==> config.mk <==
export PLATFORM = sky130hd
export DESIGN_NAME = present_cbc_ctrl
export DESIGN_NICKNAME = d
export VERILOG_FILES = /design/src/rtl/present_cbc_ctrl.sv
export SDC_FILE = /design/constraint.sdc
export NUM_CORES = 1
export LEC_CHECK = 0
export BUFFER_PORTS_ARGS = -buffer_cell sky130_fd_sc_hd__buf_2
export CELL_PAD_IN_SITES_DETAIL_PLACEMENT = 0
export CELL_PAD_IN_SITES_GLOBAL_PLACEMENT = 1
export CORE_AREA = 3 3 189 191
export DETAILED_ROUTE_END_ITERATION = 7
export DIE_AREA = 0 0 192 194
export PLACE_DENSITY_LB_ADDON = 0.25
export SLEW_MARGIN = 15
export SYNTH_ARGS = -nofsm -noshare
export SYNTH_HDL_FRONTEND = slang
export SYNTH_SLANG_ARGS = --single-unit
==> constraint.sdc <==
create_clock -name CK -period 2.08 [get_ports CK]
set_clock_uncertainty 0.05 [all_clocks]
set_input_delay 0.208 -clock CK [delete_from_list [all_inputs] [get_ports CK]]
set_output_delay 0.208 -clock CK [all_outputs]
set_load 0.03 [all_outputs]
==> src/rtl/present_cbc_ctrl.sv <==
// present_cbc_ctrl: block controller placed in front of the PRESENT cipher core.
// It accepts 64-bit plaintext blocks on a valid/ready stream and launches the
// core with a one-cycle start pulse. When the core completes, it captures the
// ciphertext and presents it on a valid/ready output stream. A sticky err flag
// is raised if the core does not complete within TIMEOUT_CYCLES WAIT cycles.
//
// Build option: define PRESENT_CBC_EN to select CBC mode. In CBC mode each
// block is XORed with the chaining value and the chain follows the ciphertext.
// When the macro is undefined the block runs in ECB mode and iv is ignored.
//
// Ports:
//   CK, RN                  clock, asynchronous active-low reset
//   load, key_in, iv        key/IV load, honoured only in IDLE; also clears err
//   in_valid/in_ready/in_data     plaintext stream
//   out_valid/out_ready/out_data  ciphertext stream
//   core_start/core_ptext/core_key  core request
//   core_ready/core_ctext           core response
//   busy, err               status: not idle; sticky timeout flag
module present_cbc_ctrl #(
  parameter int unsigned TIMEOUT_CYCLES = 64,
  parameter int unsigned CNT_W          = 7
) (
  input  logic        CK,
  input  logic        RN,
  input  logic        load,
  input  logic [79:0] key_in,
  input  logic [63:0] iv,
  input  logic        in_valid,
  input  logic [63:0] in_data,
  output logic        in_ready,
  output logic        out_valid,
  output logic [63:0] out_data,
  input  logic        out_ready,
  output logic        core_start,
  output logic [63:0] core_ptext,
  output logic [79:0] core_key,
  input  logic        core_ready,
  input  logic [63:0] core_ctext,
  output logic        busy,
  output logic        err
);

  localparam int unsigned KEY_W = 80;
  localparam int unsigned BLK_W = 64;

  typedef enum logic [1:0] {
    S_IDLE,
    S_START,
    S_WAIT,
    S_OUT
  } state_t;

  state_t             state, state_n;
  logic [KEY_W-1:0]   key_reg;
  logic [BLK_W-1:0]   blk_reg;
  logic [CNT_W-1:0]   tmo_cnt;
  logic               armed;

  // Control decodes produced by the next-state logic
  logic do_load, do_acc, do_cap, do_tmo, do_ack;

`ifdef PRESENT_CBC_EN
  logic [BLK_W-1:0] chain_reg;
`else
  logic unused_iv;
  assign unused_iv = ^iv;
`endif

  // State register
  always_ff @(posedge CK or negedge RN) begin
    if (!RN) state <= S_IDLE;
    else     state <= state_n;
  end

  // Next-state and control decode
  always_comb begin
    state_n = state;
    do_load = 1'b0;
    do_acc  = 1'b0;
    do_cap  = 1'b0;
    do_tmo  = 1'b0;
    do_ack  = 1'b0;
    case (state)
      S_IDLE: begin
        if (load) begin
          do_load = 1'b1;
        end else if (in_valid) begin
          do_acc  = 1'b1;
          state_n = S_START;
        end
      end
      S_START: state_n = S_WAIT;
      S_WAIT: begin
        // armed keeps a ready level left over from the previous block from
        // counting as completion; completion beats timeout in the same cycle
        if (armed && core_ready) begin
          do_cap  = 1'b1;
          state_n = S_OUT;
        end else if (tmo_cnt == CNT_W'(TIMEOUT_CYCLES - 1)) begin
          do_tmo  = 1'b1;
          state_n = S_IDLE;
        end
      end
      S_OUT: begin
        if (out_ready) begin
          do_ack  = 1'b1;
          state_n = S_IDLE;
        end
      end
      default: state_n = S_IDLE;
    endcase
  end

  // Datapath, counter and status registers
  always_ff @(posedge CK or negedge RN) begin
    if (!RN) begin
      key_reg   <= '0;
      blk_reg   <= '0;
      tmo_cnt   <= '0;
      armed     <= 1'b0;
      out_valid <= 1'b0;
      out_data  <= '0;
      err       <= 1'b0;
`ifdef PRESENT_CBC_EN
      chain_reg <= '0;
`endif
    end else begin
      if (do_load) begin
        key_reg <= key_in;
        err     <= 1'b0;
`ifdef PRESENT_CBC_EN
        chain_reg <= iv;
`endif
      end
      if (do_acc) begin
`ifdef PRESENT_CBC_EN
        blk_reg <= in_data ^ chain_reg;
`else
        blk_reg <= in_data;
`endif
      end
      if (state == S_START) begin
        tmo_cnt <= '0;
        armed   <= 1'b0;
      end
      if (state == S_WAIT) begin
        tmo_cnt <= tmo_cnt + CNT_W'(1);
        if (!core_ready) armed <= 1'b1;
      end
      if (do_cap) begin
        out_data  <= core_ctext;
        out_valid <= 1'b1;
`ifdef PRESENT_CBC_EN
        chain_reg <= core_ctext;
`endif
      end
      if (do_tmo) err <= 1'b1;
      if (do_ack) out_valid <= 1'b0;
    end
  end

  // State decodes; in_ready is gated by RN so every output reads 0 in reset
  assign in_ready   = RN && (state == S_IDLE) && !load;
  assign core_start = (state == S_START);
  assign busy       = (state != S_IDLE);
  assign core_ptext = blk_reg;
  assign core_key   = key_reg;

endmodule

# --- After elaboration in Yosys (flattened, before gate mapping) ---
# Index checks and enable logic that the tools add are counted.
op_classes:
  reduce_logical: 10
  add_sub_neg: 1
  n_eq_ne: 8
  n_mux: 27
ops:
  columns: ["op", "n"]
  rows:
  - ["1-bit 2-to-1 mux", 19]
  - ["7-bit 2-to-1 mux", 2]
  - ["2-bit 2-to-1 mux", 5]
  - ["2-bit one-hot mux with 4 select lines", 1]
  - ["2-bit nonzero test", 4]
  - ["7-bit by 1-bit adder with 7-bit output (second input constant)", 1]
  - ["7-bit by 6-bit equality test with 1-bit output (second input constant)", 1]
  - ["2-bit inequality test (second input constant)", 3]
  - ["2-bit equality test (second input constant)", 2]
  - ["4-bit AND reduction", 1]
  - ["1-bit logical AND", 3]
  - ["3-bit inequality test (second input constant)", 1]
  - ["2-bit by 1-bit equality test with 1-bit output (second input constant)", 1]
  - ["2-bit logical NOT", 1]
  - ["1-bit logical NOT", 1]
totals:
  out_inout_bits: 213
  inputBits: 278
  word_cells: 54
  regBits: 220

# --- Depth between registers and ports, before layout ---
depth:
  depth_word: 5
  mapped_depth: 6
  depth_no_buf: 6

# --- Least setup slack after synthesis ---
# OpenSTA, ideal clock, no wires.
synth_path:
  path_type: "register to output"
  from: "register state[1]"
  to: "output port in_ready"
  arrival_ns: 1.632
  stages_incl_launch_ff: 5
  required_time_ns: 1.822
  path_slack_ns: 0.190
  path_buffers: 0
  path_cell_list: "dfrtp_1 inv_1 ha_1 inv_1 nor3b_1"
synth_between:
  elab_chain_len: 3
synth_rtl:
  columns: ["element", "line", "rtl"]
  rows:
  - ["start, declared", "53", "state_t state, state_n;"]
  - ["start signal, assigned", "72", "else state <= state_n;"]
  - ["2-bit logical NOT", "163", "assign in_ready = RN && (state == S_IDLE) && !load;"]
  - ["1-bit logical AND (2 in series)", "163", null]
  - ["end, declared", "30", "output logic in_ready,"]
# Every way passes these cells.

# --- Worst setup path in the final report ---
layout_path:
  from: "register state[0]"
  to: "output port in_ready"
# Same word-level chain as after synthesis.

==> impl_metrics.toml <==
[global_routing]
antenna_found_initial = 0
first_global_vias = 7397
grt_overflow = 0
grt_max_degree = 131
grtUsageTotal_pct = 13.42
grt_first_pass_wirelength_um = 40420

[logic_synthesis]
synth_fp_nets = 799
synth-compound-area-share_pct = 1.560
synth_xor_area_share_pct = 0
synth_top_family_by_area = "multiplexers"
avgSynthCellArea_sq_um = 17.28
synth.distinct_cells = 31
synthCells = 515
muxShareOfSynthArea_pct = 31.37
synth_warnings = 0
syn_area_sq_mm = 0.008901
yosys.area_share.adder_pct = 0.8434
yosysSeqAreaShare_pct = 61.85
synth-simple-area-share_pct = 1.715
synth-seq-cells = 220

[clocking]
worstSkewPairLatency_ps = 520
path_clk_slew_ps = 50
clock-sinks = 220
clockRootBuffer = "clkbuf_16"
clock_path_buffers = 3
cts_htree_levels = 1
cts_tree = "built"
numCtsBuffers = 28

[route]
routed_wirelength_um = 26230
dr_wl_met3_um = 1945
remaining_drc_errors = 0
postRouteAntennaNets = 0
vias = 6735
route.met2.wl_um = 13080
dr.first_iter.drc_count = 156
vias_per_cell = 4.089
wl_met1_um = 10180
highest_layer = "met4"
wl_per_cell_um = 15.93
drt_first_pass_iters = 4

[finish]
final_cell_mix = "buf_2, dfrtp_1, dlygate4sd3_1"
mostFrequentLayoutCell = "buf_2"
num_antenna_cells = 0
nNetsFinal = 1461
final_layout_size_suffix_gt1_share_pct = 58.47
area_growth_pct = 65.00

[sta]
tightestPinTransition_ps = 854.9
relSlewSlack_pct = 43.01
finalCritPeriodShare_pct = 92.42
drv_slew = 0
fmax_mhz = 520.2
hold_violations = 0
setup_viol = 0
tns_ps = 0
fin_crit_ps = 1922
rsz0062_at_grt = "false"

[worst_setup_path]
slowest_delay_ps = 420
end_kind = "primary output"
crit_path_start_kind = "flop"
crit_type = "flop to primary output"
worst-path-max-fanout = 5
worstPathCellList = "inv_2 > ha_4 > inv_1 > nor3b_1 > buf_4"
cp.buffers_inverters = 3
critical_path_required_ps = 1820
critPathSlowestCell = "dfrtp_1"
critPathArrivalTime_ps = 1660
critical-path-top-delay-family = "flip-flops"

[placement]
gp_congestion = 0.7239
io_buffer_count = 426
hpwl_um = 18170

[floorplanning]
ios = 491
dieHeight_um = 194
coreArea_sq_mm = 0.03429
row_count = 68
initial_utilization_pct = 25.96
die_x_um = 192
die-area_sq_mm = 0.03725

[pwr]
clock_power_share_pct = 19.5
ir_worst_vdd_mv = 0.8354
p_switching_mw = 9.373
swShare_pct = 41.01
internal_power_mw = 13.48
leakage_nw = 7.551
power_frac_seq_pct = 32.1
power_density_mw_per_mm2 = 1556
comb_power_share_pct = 48.4
power_mw = 22.85

[outcome]
status = "complete, no violations"

[min_path]
hp-class = "primary input to flop"

[flow_run]
max_cap_viol_count = 0
cell usage after synthesis, drive strengths merged:
library cell | instances | area (sq um)
ha | 6 | 75.07
nand2 | 8 | 37.54
buf | 22 | 187.7
dfrtp | 220 | 5505
o31a | 1 | 8.760
a31o | 1 | 8.760
o21ai | 4 | 20.02
o41ai | 1 | 16.27
o22a | 1 | 8.760
and2 | 1 | 8.760
nor3 | 2 | 10.01
clkbuf | 1 | 3.750
nand3 | 5 | 30.03
nand3b | 2 | 15.01
o221ai | 2 | 17.52
nand2b | 1 | 6.260
a32o | 1 | 10.01
nor2 | 1 | 3.750
nor3b | 3 | 22.52
o22ai | 3 | 18.77
nor2b | 1 | 6.260
nand4 | 2 | 12.51
inv | 12 | 45.04
mux2 | 208 | 2793
a21oi | 6 | 30.03
routing by layer:
layer  vias up  track usage [%]
li1       3135                -
met1      3276            15.55
met2       256            23.89
met3        68            2.875
met4         0            5.478
met5         -                0
sequential cells by signal, indices dropped and copies added, names as in the netlist:
signal,cells
core_key,80
tmo_cnt,7
state,2
armed,1
err,1
core_ptext,64
out_valid,1
out_data,64
per-stage QoR:
step	hold slack, ps	worst slack (ps)	std cells	utilization [%]	instance area [sq um]
global route	138.2	26.14	1647	42.83	14690
floorplan	-137.6	190.4	515	-	8901
detailed placement	294.2	164.8	1391	34.20	11730
finish	120.4	157.7	1647	42.83	14690
CTS	81.38	52.01	1647	42.83	14690
global placement	301.2	184.0	1391	34.20	11730
final timing paths:
path	slack (ps)	startpoint	cells after the start	endpoint
max in group asynchronous	940	RN	3	core_key[32]
worst max-delay path	160	state[0]	5	in_ready
worst max register to register	300	state[0]	6	core_ptext[36]
min in group asynchronous	320	RN	3	out_data[41]
worst min-delay path	120	in_valid	5	state[0]
worst min register to register	450	out_data[29]	1	out_data[29]
power by group through the flow:
stage	sequential (mW)	clock [mW]	combinational, mW
3_3_place_gp	7.30	0	10.8
4_1_cts	7.32	4.64	11.2
2_1_floorplan	11.4	0	3.41
3_5_place_dp	7.36	0	10.8
6_report	7.33	4.45	11.1
5_1_grt	7.61	4.80	11.6
tightest hold or removal path, cell delays in order:
cell and delay, ps:
buf_2 110, nand2b_1 60, a21oi_1 90, nand2_1 70, o22a_1 130
logic make-up (layout without fill, tap and decap cells):
logic type      Yosys count  in the layout
flops                   220            220
fa+ha+maj                 6              6
compound gates           20             20
mux                     208            208
buf+inv                  35            712
simple gates             26             26
what timing repair did:
item | in CTS | in global routing
resized for setup | 3 | 2
endpoints found under the setup margin | 1 | 1
buffers inserted | 0 | 0
endpoints found under the hold margin | 431 | 0
hold buffers | 211 | 0
cloned | 0 | 0
area by class of cell:
class                      instances  area, sq um
fill                            3154        19600
sequential                       220         5505
timing repair buffer             655         4554
multi-input combinational        260         3179
clock buffer                      42        814.5
tap                              455        569.3
inverter                          12        45.04
clock inverter                     3        18.77
Power figures use the tool's default switching activity.
